File: config.mk
export PLATFORM = sky130hd
export DESIGN_NAME = fifo_wrapper
export DESIGN_NICKNAME = d
export VERILOG_FILES = /design/src/rtl/fifo_wrapper_pkg.sv /design/src/rtl/fifo_mem.sv /design/src/rtl/fifo_wrapper.sv
export SDC_FILE = /design/constraint.sdc
export NUM_CORES = 1
export LEC_CHECK = 0
export ABC_CLOCK_PERIOD_IN_PS = 5000
export CAP_MARGIN = 20
export CORE_MARGIN = 5
export CORE_UTILIZATION = 30
export DETAILED_ROUTE_END_ITERATION = 6
export PLACE_DENSITY = 0.4
export SETUP_SLACK_MARGIN = 0.3
export SYNTH_ARGS = -nofsm -noshare
export SYNTH_HDL_FRONTEND = slang
export SYNTH_SLANG_ARGS = --single-unit
File: constraint.sdc
create_clock -name clk -period 5 [get_ports clk]
set_input_delay 1.5 -clock clk [delete_from_list [all_inputs] [get_ports clk]]
set_output_delay 1.5 -clock clk [all_outputs]
set_load 0.01 [all_outputs]
File: src/rtl/fifo_wrapper_pkg.sv
// Sizing helpers shared by the FIFO wrapper and its storage array.
// Pointer width stays at least 1 bit so tiny configurations still elaborate.
package fifo_wrapper_pkg;

   function automatic int addr_bits(input int depth);
      return (depth > 2) ? $clog2(depth) : 1;
   endfunction

   function automatic int occ_bits(input int depth);
      return $clog2(depth + 1);
   endfunction

endpackage

File: src/rtl/fifo_mem.sv
// Simple dual-port storage array for fifo_wrapper: synchronous write, asynchronous read.
// Contents are intentionally not reset.
module fifo_mem
   import fifo_wrapper_pkg::*;
#(
   parameter int WIDTH = 8,
   parameter int DEPTH = 128
)
(
   input  logic                       clk,
   input  logic                       wr_en,
   input  logic [addr_bits(DEPTH)-1:0] wr_addr,
   input  logic [WIDTH-1:0]           wr_data,
   input  logic [addr_bits(DEPTH)-1:0] rd_addr,
   output logic [WIDTH-1:0]           rd_data
);

   logic [WIDTH-1:0] mem_array [DEPTH];

   always_ff @(posedge clk) begin
      if (wr_en) begin
         mem_array[wr_addr] <= wr_data;
      end
   end

   assign rd_data = mem_array[rd_addr];

endmodule

File: src/rtl/fifo_wrapper.sv
// First-word-fall-through FIFO with registered input_ready and async active-low reset.
// Define FIFO_WRAPPER_LEVEL_EN to expose the registered occupancy on port 'level'.
module fifo_wrapper
   import fifo_wrapper_pkg::*;
#(
   parameter int WIDTH = 8,
   parameter int DEPTH = 128
)
(
   input  logic                       clk,
   input  logic                       reset,
   input  logic [WIDTH-1:0]           input_data,
   input  logic                       input_valid,
   output logic                       input_ready,
   output logic [WIDTH-1:0]           output_data,
   output logic                       output_valid,
`ifdef FIFO_WRAPPER_LEVEL_EN
   output logic [occ_bits(DEPTH)-1:0] level,
`endif
   input  logic                       output_ready
);

   localparam int AW = addr_bits(DEPTH);
   localparam int CW = occ_bits(DEPTH);
   localparam logic [AW-1:0] LAST_ADDR  = AW'(DEPTH - 1);
   localparam logic [CW-1:0] FULL_COUNT = CW'(DEPTH);

   logic [AW-1:0] wr_ptr;
   logic [AW-1:0] rd_ptr;
   logic [CW-1:0] count;
   logic [CW-1:0] count_next;
   logic          ready_q;
   logic          do_write;
   logic          do_pop;

   // Every flag is derived from registers only, so no input reaches an output combinationally.
   assign output_valid = (count != '0);
   assign input_ready  = ready_q;
   assign do_write     = input_valid & ready_q;
   assign do_pop       = output_valid & output_ready;

   always_comb begin
      count_next = count;
      case ({do_write, do_pop})
         2'b10:   count_next = count + CW'(1);
         2'b01:   count_next = count - CW'(1);
         default: count_next = count;
      endcase
   end

   // Pointers wrap explicitly at DEPTH-1 because DEPTH need not be a power of two.
   always_ff @(posedge clk or negedge reset) begin
      if (!reset) begin
         wr_ptr  <= '0;
         rd_ptr  <= '0;
         count   <= '0;
         ready_q <= 1'b0;
      end else begin
         if (do_write) begin
            wr_ptr <= (wr_ptr == LAST_ADDR) ? '0 : wr_ptr + AW'(1);
         end
         if (do_pop) begin
            rd_ptr <= (rd_ptr == LAST_ADDR) ? '0 : rd_ptr + AW'(1);
         end
         count   <= count_next;
         ready_q <= (count_next < FULL_COUNT);
      end
   end

`ifdef FIFO_WRAPPER_LEVEL_EN
   assign level = count;
`endif

   fifo_mem #(
      .WIDTH (WIDTH),
      .DEPTH (DEPTH)
   ) u_mem (
      .clk     (clk),
      .wr_en   (do_write),
      .wr_addr (wr_ptr),
      .wr_data (input_data),
      .rd_addr (rd_ptr),
      .rd_data (output_data)
   );

endmodule

Yosys cells after proc, flatten, opt, wreduce, memory -nomap -nowiden
Memory sizes are Yosys's and may differ from the RTL's.
Index checks and enable logic that the tools add are counted.
{"block": "op_classes", "mux": 5, "order_cmp": 1, "shifts": 0, "bitwise_logic": 2, "multipliers": 0, "reduce_logical": 1, "addsub": 4, "n_eq_ne": 4, "div": 0}
{"op": "8-bit case mux with 2 select lines", "n": 1}
{"op": "7-bit by 1-bit adder with 7-bit output (second input constant)", "n": 2}
{"op": "7-bit equality test (second input constant)", "n": 2}
{"op": "7-bit two-way mux", "n": 2}
{"op": "8-bit by 1-bit adder with 8-bit output (second input constant)", "n": 1}
{"op": "8-bit < comparator (second input constant)", "n": 1}
{"op": "8-bit nonzero test", "n": 1}
{"op": "8-bit by 1-bit subtractor with 8-bit output (second input constant)", "n": 1}
{"op": "1-bit bitwise AND", "n": 2}
{"op": "2-bit by 1-bit equality test with 1-bit output (second input constant)", "n": 1}
{"op": "2-bit equality test (second input constant)", "n": 1}
{"op": "1-bit two-way mux", "n": 2}
{"block": "word_totals", "n_memories": 1, "input_bits": 12, "wordCells": 22, "reg_bits": 23, "ram_bits": 1024, "latch_bits": 0, "romBits": 0}
{"name": "u_mem.mem_array", "depth": 128, "word_bits": 8, "read_ports": 1, "rd_ports_with_merged_regs": 0, "wr": 1, "line_no": "fifo_mem.sv:18", "source": "logic [WIDTH-1:0] mem_array [DEPTH];"}

Longest topological paths before layout
Gate-level depths: netlist of run 1.
{"block": "logic_depth", "depth_word": 5, "mapped_depth": 12, "ltp_nobuf": 12}

Cells and area by module
A second synthesis of run 1 with hierarchy kept.
{"block": "hier_totals", "hier_cells": 1761, "area_unflattened_um2": 40820.4}
{"mod": "fifo_mem", "n_inst": 1, "cells_each": 1627, "area_each_um2": 39505.4}
{"mod": "fifo_wrapper", "n_inst": 1, "cells_each": 134, "area_each_um2": 1315.0}

Least setup slack after synthesis of run 1
No wires, ideal clock.
{"block": "synth_timing", "path_kind": "input-to-reg", "start": "in input_valid", "end": "reg with a tool-made name", "setup_slack_ns": 1.082, "stages": 12, "n_path_buf": 2, "arrival_time_ns": 3.793, "required_ns": 4.875, "cell_sequence": "and2_1 > clkbuf_1 > inv_1 > clkbuf_1 > ha_1 > ha_1 > a21o_1 > a21oi_1 > o211ai_1 > a21o_1 > and3b_1 > xor2_1"}
{"element": "from (decl)", "line_no": "fifo_wrapper.sv:13", "source": "input logic input_valid,"}

Final worst setup path of run 1
{"block": "layout_timing", "start": "reg rd_ptr[0]", "end": "out output_data[5]"}
{"block": "layout_via", "elab_chain_cells": 1}
{"element": "from (decl)", "line_no": "fifo_wrapper.sv:29", "source": "logic [AW-1:0] rd_ptr;"}
{"element": "from (signal assigned)", "line_no": "fifo_wrapper.sv:63", "source": "rd_ptr <= (rd_ptr == LAST_ADDR) ? '0 : rd_ptr + AW'(1);"}
{"element": "memory 128 x 8 bit"}
{"element": "to (decl)", "line_no": "fifo_wrapper.sv:15", "source": "output logic [WIDTH-1:0] output_data,"}
No other way between the ends.

==> impl_metrics.json, run 1 <==
{
  "cts_hold_repair.buffers": 0,
  "core-area_um2": 136000,
  "cts.sinks": 1047,
  "final_nets": 2435,
  "cell_count_post_placement": 4029,
  "dp_slack_ns": -0.424,
  "vias_per_cell": 5.06,
  "die_area_um2": 144000,
  "p_leak_nw": 16.4,
  "synthArstFlopShare_pct": 2.20,
  "detailedRoute.firstIterationViolations": 2005,
  "start_util_pct": 30.2,
  "post-dp-hpwl_um": 80900,
  "diodes": 0,
  "ctsHtreeMaxLevel": 3,
  "grt_antenna_before_repair": 0,
  "cts_made_buffers": 115,
  "chipHeight_um": 380,
  "setup_violations": 8,
  "criticalPathCategory": "reg -> out",
  "timing.fmax_mhz": 195,
  "gp_congestion": 0.782,
  "detailedRoute.firstPassIterationCount": 5,
  "finalNonFillerCells": 4285,
  "cell_internal_power_mw": 18.6,
  "report.power.total_mw": 27.2,
  "drive_gt1_share_pct": 32.7,
  "power.ir.vdd_worst_v": 0.000287,
  "slew_violations": 0,
  "setup_slack_ns": -0.118,
  "fp-row-count": 135,
  "fin_crit_sh_pct": 102,
  "globalRouteOverflowTotal": 0,
  "synth-edff-count": 1024,
  "cts_root_buffer": "sky130_fd_sc_hd__clkbuf_16",
  "groute.usage.overall_pct": 17.3,
  "yosys.cell_types.count": 61,
  "p_comb_share_pct": 31.0,
  "synth_register_bits": 1047,
  "clk_latency_ns": 0.76,
  "timing.max_cap.violations": 0,
  "first_global_vias": 22700,
  "power.clock.fraction_pct": 32.4,
  "maxSlewHeadroom_pct": 31.5,
  "tritoncts": "built",
  "clock_tree.buffer_depth": 3,
  "power.density_cell_area_nw_per_um2": 539,
  "critical_path_sink_type": "primary output",
  "syn2layout_area_growth_pct": 23.0,
  "regToRegStartpoint": "count[4]",
  "io-pin-count": 22,
  "setup.worst_path.start": "rd_ptr[0]",
  "buffers_added_on_ports": 21,
  "critical_path.max_fanout": 11,
  "worst_hold_path_type": "reg -> reg",
  "syn-mean-instance-area_um2": 20.0,
  "syn-num-nets": 2070,
  "worst_ep_required_time_ns": 3.50,
  "ys.flop_type": "sky130_fd_sc_hd__edfxtp_1",
  "run_status": "finished, violations left",
  "number_of_warnings_printed_during_yosys_synthesis": 0,
  "vias": 21700,
  "sequential_element_share_of_the_synthesized_area_pct": 76.3,
  "netlist.area_leader.share_pct": 74.9,
  "p_seq_share_pct": 36.6,
  "drtAntennaViolNets": 0,
  "clock-skew-final_ns": 0.0560,
  "total_switching_power_mw": 8.60,
  "drc": 0,
  "grt_pass1_wl_um": 179000,
  "drt_wl_total_um": 127000,
  "wl_per_cell_um": 29.6,
  "hold_path_startpoint": "count[4]",
  "cts.clk_slew.worst_paths_ns": 0.07,
  "worst_pin_slew_ns": 1.02,
  "netlist_top_cells_area": "sky130_fd_sc_hd__edfxtp_1 75%, sky130_fd_sc_hd__mux4_2 11%, sky130_fd_sc_hd__mux2i_1 2.8%, sky130_fd_sc_hd__nor2_1 1.4%, sky130_fd_sc_hd__dfrtp_1 1.4%",
  "worst_setup_path_start_kind": "register",
  "grt_max_degree": 75,
  "swShare_pct": 31.6,
  "failing_checks": "negative setup slack",
  "synthDominantAreaCellType": "sky130_fd_sc_hd__edfxtp_1",
  "final_hold_fails": 0,
  "grt_setup_unrepaired": "true",
  "number_of_instances_in_the_synthesized_netlist": 2048,
  "worst_ep_arrival_time_ns": 3.62,
  "fin_crit_ns": 5.12,
  "synthesis.area_um2": 41100,
  "die_x_um": 380
}
## power by group through the flow
stage / clock, mW / combinational (mW) / sequential [mW]
floorplan: 0 / 3.86 / 10.1
global placement: 0 / 7.55 / 10.2
detailed placement: 0 / 7.54 / 10.2
CTS: 9.03 / 8.42 / 9.96
global route: 9.41 / 8.85 / 9.98
finish: 8.81 / 8.44 / 9.97
## final cells by class
type | instances | area [um2]
tap | 1781 | 2230
sequential | 1047 | 31300
clock buffer | 140 | 3010
multi-input combinational | 885 | 9570
inverter | 6 | 22.5
fill | 12500 | 85300
clock inverter | 68 | 876
timing repair buffer | 358 | 3450
## flip-flops by register name, summed over array words and instances (netlist names), named ones only
register         cells
rd_ptr               7
input_ready          1
u_mem.mem_array   1024
wr_ptr               7
count                7
## worst paths after layout
path,slack [ns],cells after the start,endpoint
max reg2reg,1.47,12,register
min,0.53,2,count[4]
max in group asynchronous,3.47,2,rd_ptr[2]
min in group asynchronous,1.16,2,rd_ptr[0]
min reg2reg,0.53,2,count[4]
max,-0.12,8,output_data[5]
## cell usage in the layout (no fill, tap or decap), types with 9 or more instances in the layout
master,n
sky130_fd_sc_hd__dfrtp_1,19
sky130_fd_sc_hd__o22ai_1,31
sky130_fd_sc_hd__a22o_1,15
sky130_fd_sc_hd__clkbuf_16,118
sky130_fd_sc_hd__a21oi_1,25
sky130_fd_sc_hd__o21ai_0,17
sky130_fd_sc_hd__a211oi_2,11
sky130_fd_sc_hd__mux4_2,200
sky130_fd_sc_hd__nand2_1,60
sky130_fd_sc_hd__clkinv_1,25
sky130_fd_sc_hd__nor3_1,12
sky130_fd_sc_hd__clkbuf_1,23
sky130_fd_sc_hd__a211oi_1,16
sky130_fd_sc_hd__buf_4,285
sky130_fd_sc_hd__mux2i_1,110
sky130_fd_sc_hd__buf_6,14
sky130_fd_sc_hd__nor2_1,150
sky130_fd_sc_hd__nor2b_1,11
sky130_fd_sc_hd__xnor2_1,10
sky130_fd_sc_hd__edfxtp_1,1024
sky130_fd_sc_hd__bufinv_16,19
sky130_fd_sc_hd__clkinv_2,15
sky130_fd_sc_hd__mux2_2,9
sky130_fd_sc_hd__o221ai_1,17
sky130_fd_sc_hd__buf_12,35
sky130_fd_sc_hd__ha_1,9
sky130_fd_sc_hd__a22oi_1,22
sky130_fd_sc_hd__nand3_1,14
## Yosys cell counts (all sizes together), types with 18 or more instances
cell type	instances
clkbuf	40
a21oi	34
mux2i	115
dfrtp	23
o221ai	19
edfxtp	1024
nor2	155
a211oi	31
nand2	65
a22oi	25
o22ai	33
mux4	200
o21ai	18
buf	70
## worst max-delay path: stages, from the launching register on
cell and delay (ns):
sky130_fd_sc_hd__dfrtp_4 0.54, sky130_fd_sc_hd__buf_4 0.19, sky130_fd_sc_hd__bufbuf_16 0.31, sky130_fd_sc_hd__mux4_2 0.54
sky130_fd_sc_hd__a2111oi_4 0.42, sky130_fd_sc_hd__a211oi_2 0.13, sky130_fd_sc_hd__buf_4 0.19, sky130_fd_sc_hd__o32a_1 0.36
sky130_fd_sc_hd__buf_2 0.17
## per-stage QoR
step | area [um2] | hold slack, ns | TNS (ns) | utilization, %
6_report | 50500 | 0.534 | -0.564 | 37.2
5_1_grt | 50500 | 0.555 | -1.40 | 37.2
4_1_cts | 50400 | 0.532 | -1.18 | 37.1
3_5_place_dp | 45400 | 0.514 | -0.854 | 33.4
3_3_place_gp | 45400 | 0.503 | -0.943 | 33.4
2_1_floorplan | 41100 | 0.481 | 0 | -
## repair_timing
item,in CTS,in global routing
endpoints found under the hold margin,0,0
cloned,7,1
setup buffers,39,1
endpoints found under the setup margin,8,8
resized for setup,134,20
pin swaps,32,7
## kinds of logic (layout without fill, tap and decap cells)
family / count (synthesis) / count (layout) / share of synthesized area, %
AO/OA/AOI/OAI: 232 / 232 / 4.11
XOR/XNOR: 15 / 15 / 0.320
adder cells (fa/ha/maj): 10 / 10 / 0.323
buffers and inverters: 116 / 572 / 1.63
flip-flops: 1047 / 1047 / 76.3
multiplexers: 325 / 325 / 14.1
AND/OR/NAND/NOR: 303 / 303 / 3.26
## metal layers
metal | routed length (um) | vias up | GRT usage, %
met5 | 0 | - | 0
li1 | - | 9204 | -
met2 | 60600 | 602 | 28.1
met4 | 3350 | 0 | 5.06
met1 | 55800 | 11700 | 23.5
met3 | 6940 | 156 | 3.62
No activity file was read; power rests on OpenSTA's default activity.
==> inputs of run 2 (changes only) <==
--- a/config.mk
+++ b/config.mk
@@ -9,7 +9,7 @@
 export CAP_MARGIN = 20
 export CORE_MARGIN = 5
-export CORE_UTILIZATION = 30
+export CORE_UTILIZATION = 55
 export DETAILED_ROUTE_END_ITERATION = 6
-export PLACE_DENSITY = 0.4
+export PLACE_DENSITY = 0.67
 export SETUP_SLACK_MARGIN = 0.3
 export SYNTH_ARGS = -nofsm -noshare
==> constraint.sdc (replaced) <==
create_clock -name clk -period 5 [get_ports clk]
set_input_delay 1.5 -clock clk [delete_from_list [all_inputs] [get_ports clk]]
set_output_delay 1.5 -clock clk [all_outputs]
set_load 0.02 [all_outputs]
==> run 2 against run 1 <==
The run now ends clean. Hold slack got worse by 0.0092 ns. Flip-flop and latch count unchanged. Cell area is 4.0% lower. Count of clock-buffer cells in the layout is 2 lower. Register-to-register slack gained 0.30 ns. Wire length decreased by 18%. Clock skew shrank 0.034 ns. Sequential share of layout area rose by 2.6 points. Setup slack better by 0.15 ns. First-iteration DRC count up 38%. Die area down 44%. Critical path type unchanged. Largest power group unchanged.
==> impl_metrics.json, run 2 (same netlist as run 1, synthesis figures left out) <==
{
  "run_status": "finished, final reports clean",
  "worst_setup_path_start_kind": "register",
  "cts.sinks": 1047,
  "groute.layer.met1.usage_pct": 37.7,
  "clock-skew-final_ns": 0.0221,
  "cts_hold_repair.buffers": 0,
  "max_flop_register": "u_mem.mem_array",
  "critical_path.max_fanout": 33,
  "drc": 0,
  "cts.clk_slew.worst_paths_ns": 0.06,
  "buffers_added_on_ports": 21,
  "globalRouteOverflowTotal": 0,
  "max_stage_delay_ns": 0.57,
  "final_cell_mix": "1024 x sky130_fd_sc_hd__edfxtp_1, 228 x sky130_fd_sc_hd__buf_4, 200 x sky130_fd_sc_hd__mux4_2, 150 x sky130_fd_sc_hd__nor2_1, 110 x sky130_fd_sc_hd__mux2i_1",
  "use_met3_pct": 5.32,
  "grt_setup_unrepaired": "true",
  "critical_path_sink_type": "primary output",
  "power.ir.vdd_worst_v": 0.000372,
  "drtAntennaViolNets": 0,
  "grt_antenna_before_repair": 0,
  "worst_ep_required_time_ns": 3.50,
  "core-area_um2": 74200,
  "setup_violations": 0,
  "gp_congestion": 0.880,
  "vias": 21800,
  "chipHeight_um": 283,
  "report.power.total_mw": 25.5,
  "detailedRoute.firstIterationViolations": 2774,
  "crit_path_top_delay_cell": "sky130_fd_sc_hd__dfrtp_4",
  "ctsHtreeMaxLevel": 3,
  "final_nets": 2357,
  "grt_util_met2_pct": 39.2,
  "timing.max_cap.violations": 0,
  "fp-row-count": 100,
  "die_x_um": 283,
  "fin_crit_sh_pct": 99.3,
  "power.density_cell_area_nw_per_um2": 525,
  "drt_wl_total_um": 104000,
  "timing.critical_path.cells": "buf_12, nor2_2, nand2_1, buf_4, o22ai_1, a2111oi_4, a211oi_4, buf_4, o32a_1, buf_6",
  "io-pin-count": 22,
  "groute.usage.overall_pct": 25.6,
  "clock_tree.buffer_depth": 3,
  "placedInstanceArea_um2": 43500,
  "die_area_um2": 80200,
  "drive_gt1_share_pct": 29.9,
  "grt_pass1_wl_um": 151000,
  "maxSlewHeadroom_pct": 27.5,
  "cts_root_buffer": "sky130_fd_sc_hd__clkbuf_16",
  "dp_slack_ns": 0.0534,
  "critPathMostFrequentCell": "sky130_fd_sc_hd__buf_4",
  "first_global_vias": 21900,
  "worst_hold_path_type": "reg -> reg",
  "wl_per_cell_um": 30.6,
  "syn2layout_area_growth_pct": 18.1,
  "mostFrequentLayoutCell": "sky130_fd_sc_hd__edfxtp_1",
  "cts_made_buffers": 104,
  "slew_violations": 0,
  "setup_slack_ns": 0.0359,
  "grt_max_degree": 114,
  "worst_ep_arrival_time_ns": 3.46,
  "p_leak_nw": 15.8,
  "criticalPathCategory": "reg -> out",
  "tritoncts": "built",
  "worst_pin_slew_ns": 1.09,
  "grt-busiest-layer": "met2",
  "clk_latency_ns": 0.67,
  "largest_register_ff_count": 1024,
  "fin_crit_ns": 4.96,
  "start_util_pct": 55.3,
  "final_hold_fails": 0,
  "timing.fmax_mhz": 201,
  "fin_area_um2": 48500,
  "post-dp-hpwl_um": 63700,
  "vias_per_cell": 6.43,
  "diodes": 0,
  "detailedRoute.firstPassIterationCount": 6
}
## run 2: layout make-up
cell class	instances	area (um2)
clock buffer	138	2800
clock inverter	55	528
fill	4834	25700
inverter	6	22.5
multi-input combinational	885	9600
sequential	1047	31300
tap	969	1210
timing repair buffer	291	2980
## run 2: through the flow
step                      hold WS [ns]  cells  util (%)  setup TNS [ns]
after detailed placement         0.518   3129      58.6               0
final                            0.525   3391      65.3               0
after CTS                        0.527   3365      64.6               0
after floorplan                  0.481   2048         -               0
after global placement           0.502   3129      58.6        -0.00705
after global routing             0.567   3391      65.3               0
## run 2: path summary, 6_finish.rpt
check	start	end	slack (ns)	cells past startpoint
max reg2reg	count[0]	register	1.77	12
min reg2reg	register	register	0.52	1
max	rd_ptr[2]	output_data[6]	0.04	10
min	register	register	0.52	1
min in group asynchronous	reset	asynchronous set/reset pin	1.16	1
max in group asynchronous	reset	rd_ptr[1]	3.20	2
## run 2: timing repair
| action | 4_1_cts | 5_1_grt |
|---|---|---|
| buffers inserted | 35 | 20 |
| gates resized for setup | 118 | 40 |
| cloned | 8 | 3 |
| setup endpoints to repair | 8 | 8 |
| pin swaps | 23 | 21 |
## run 2: power breakdown
| group | switching, mW | internal (mW) |
|---|---|---|
| Combinational | 4.46 | 3.43 |
| Clock | 3.21 | 4.40 |
| Sequential | 0.147 | 9.81 |
| Total | 7.82 | 17.6 |
## run 2: per-layer routing
metal | vias up | share of wire (%)
met5 | - | 0
met4 | 0 | 3.4
met3 | 193 | 10
met2 | 1225 | 47
met1 | 11300 | 40
li1 | 9054 | -
## run 2: critical path, delay by kind of cell (launching register included)
family,cells,cell delay [ns]
flip-flops,1,0.57
buffers and inverters,4,0.78
AO/OA/AOI/OAI,4,0.94
AND/OR/NAND/NOR,2,0.48
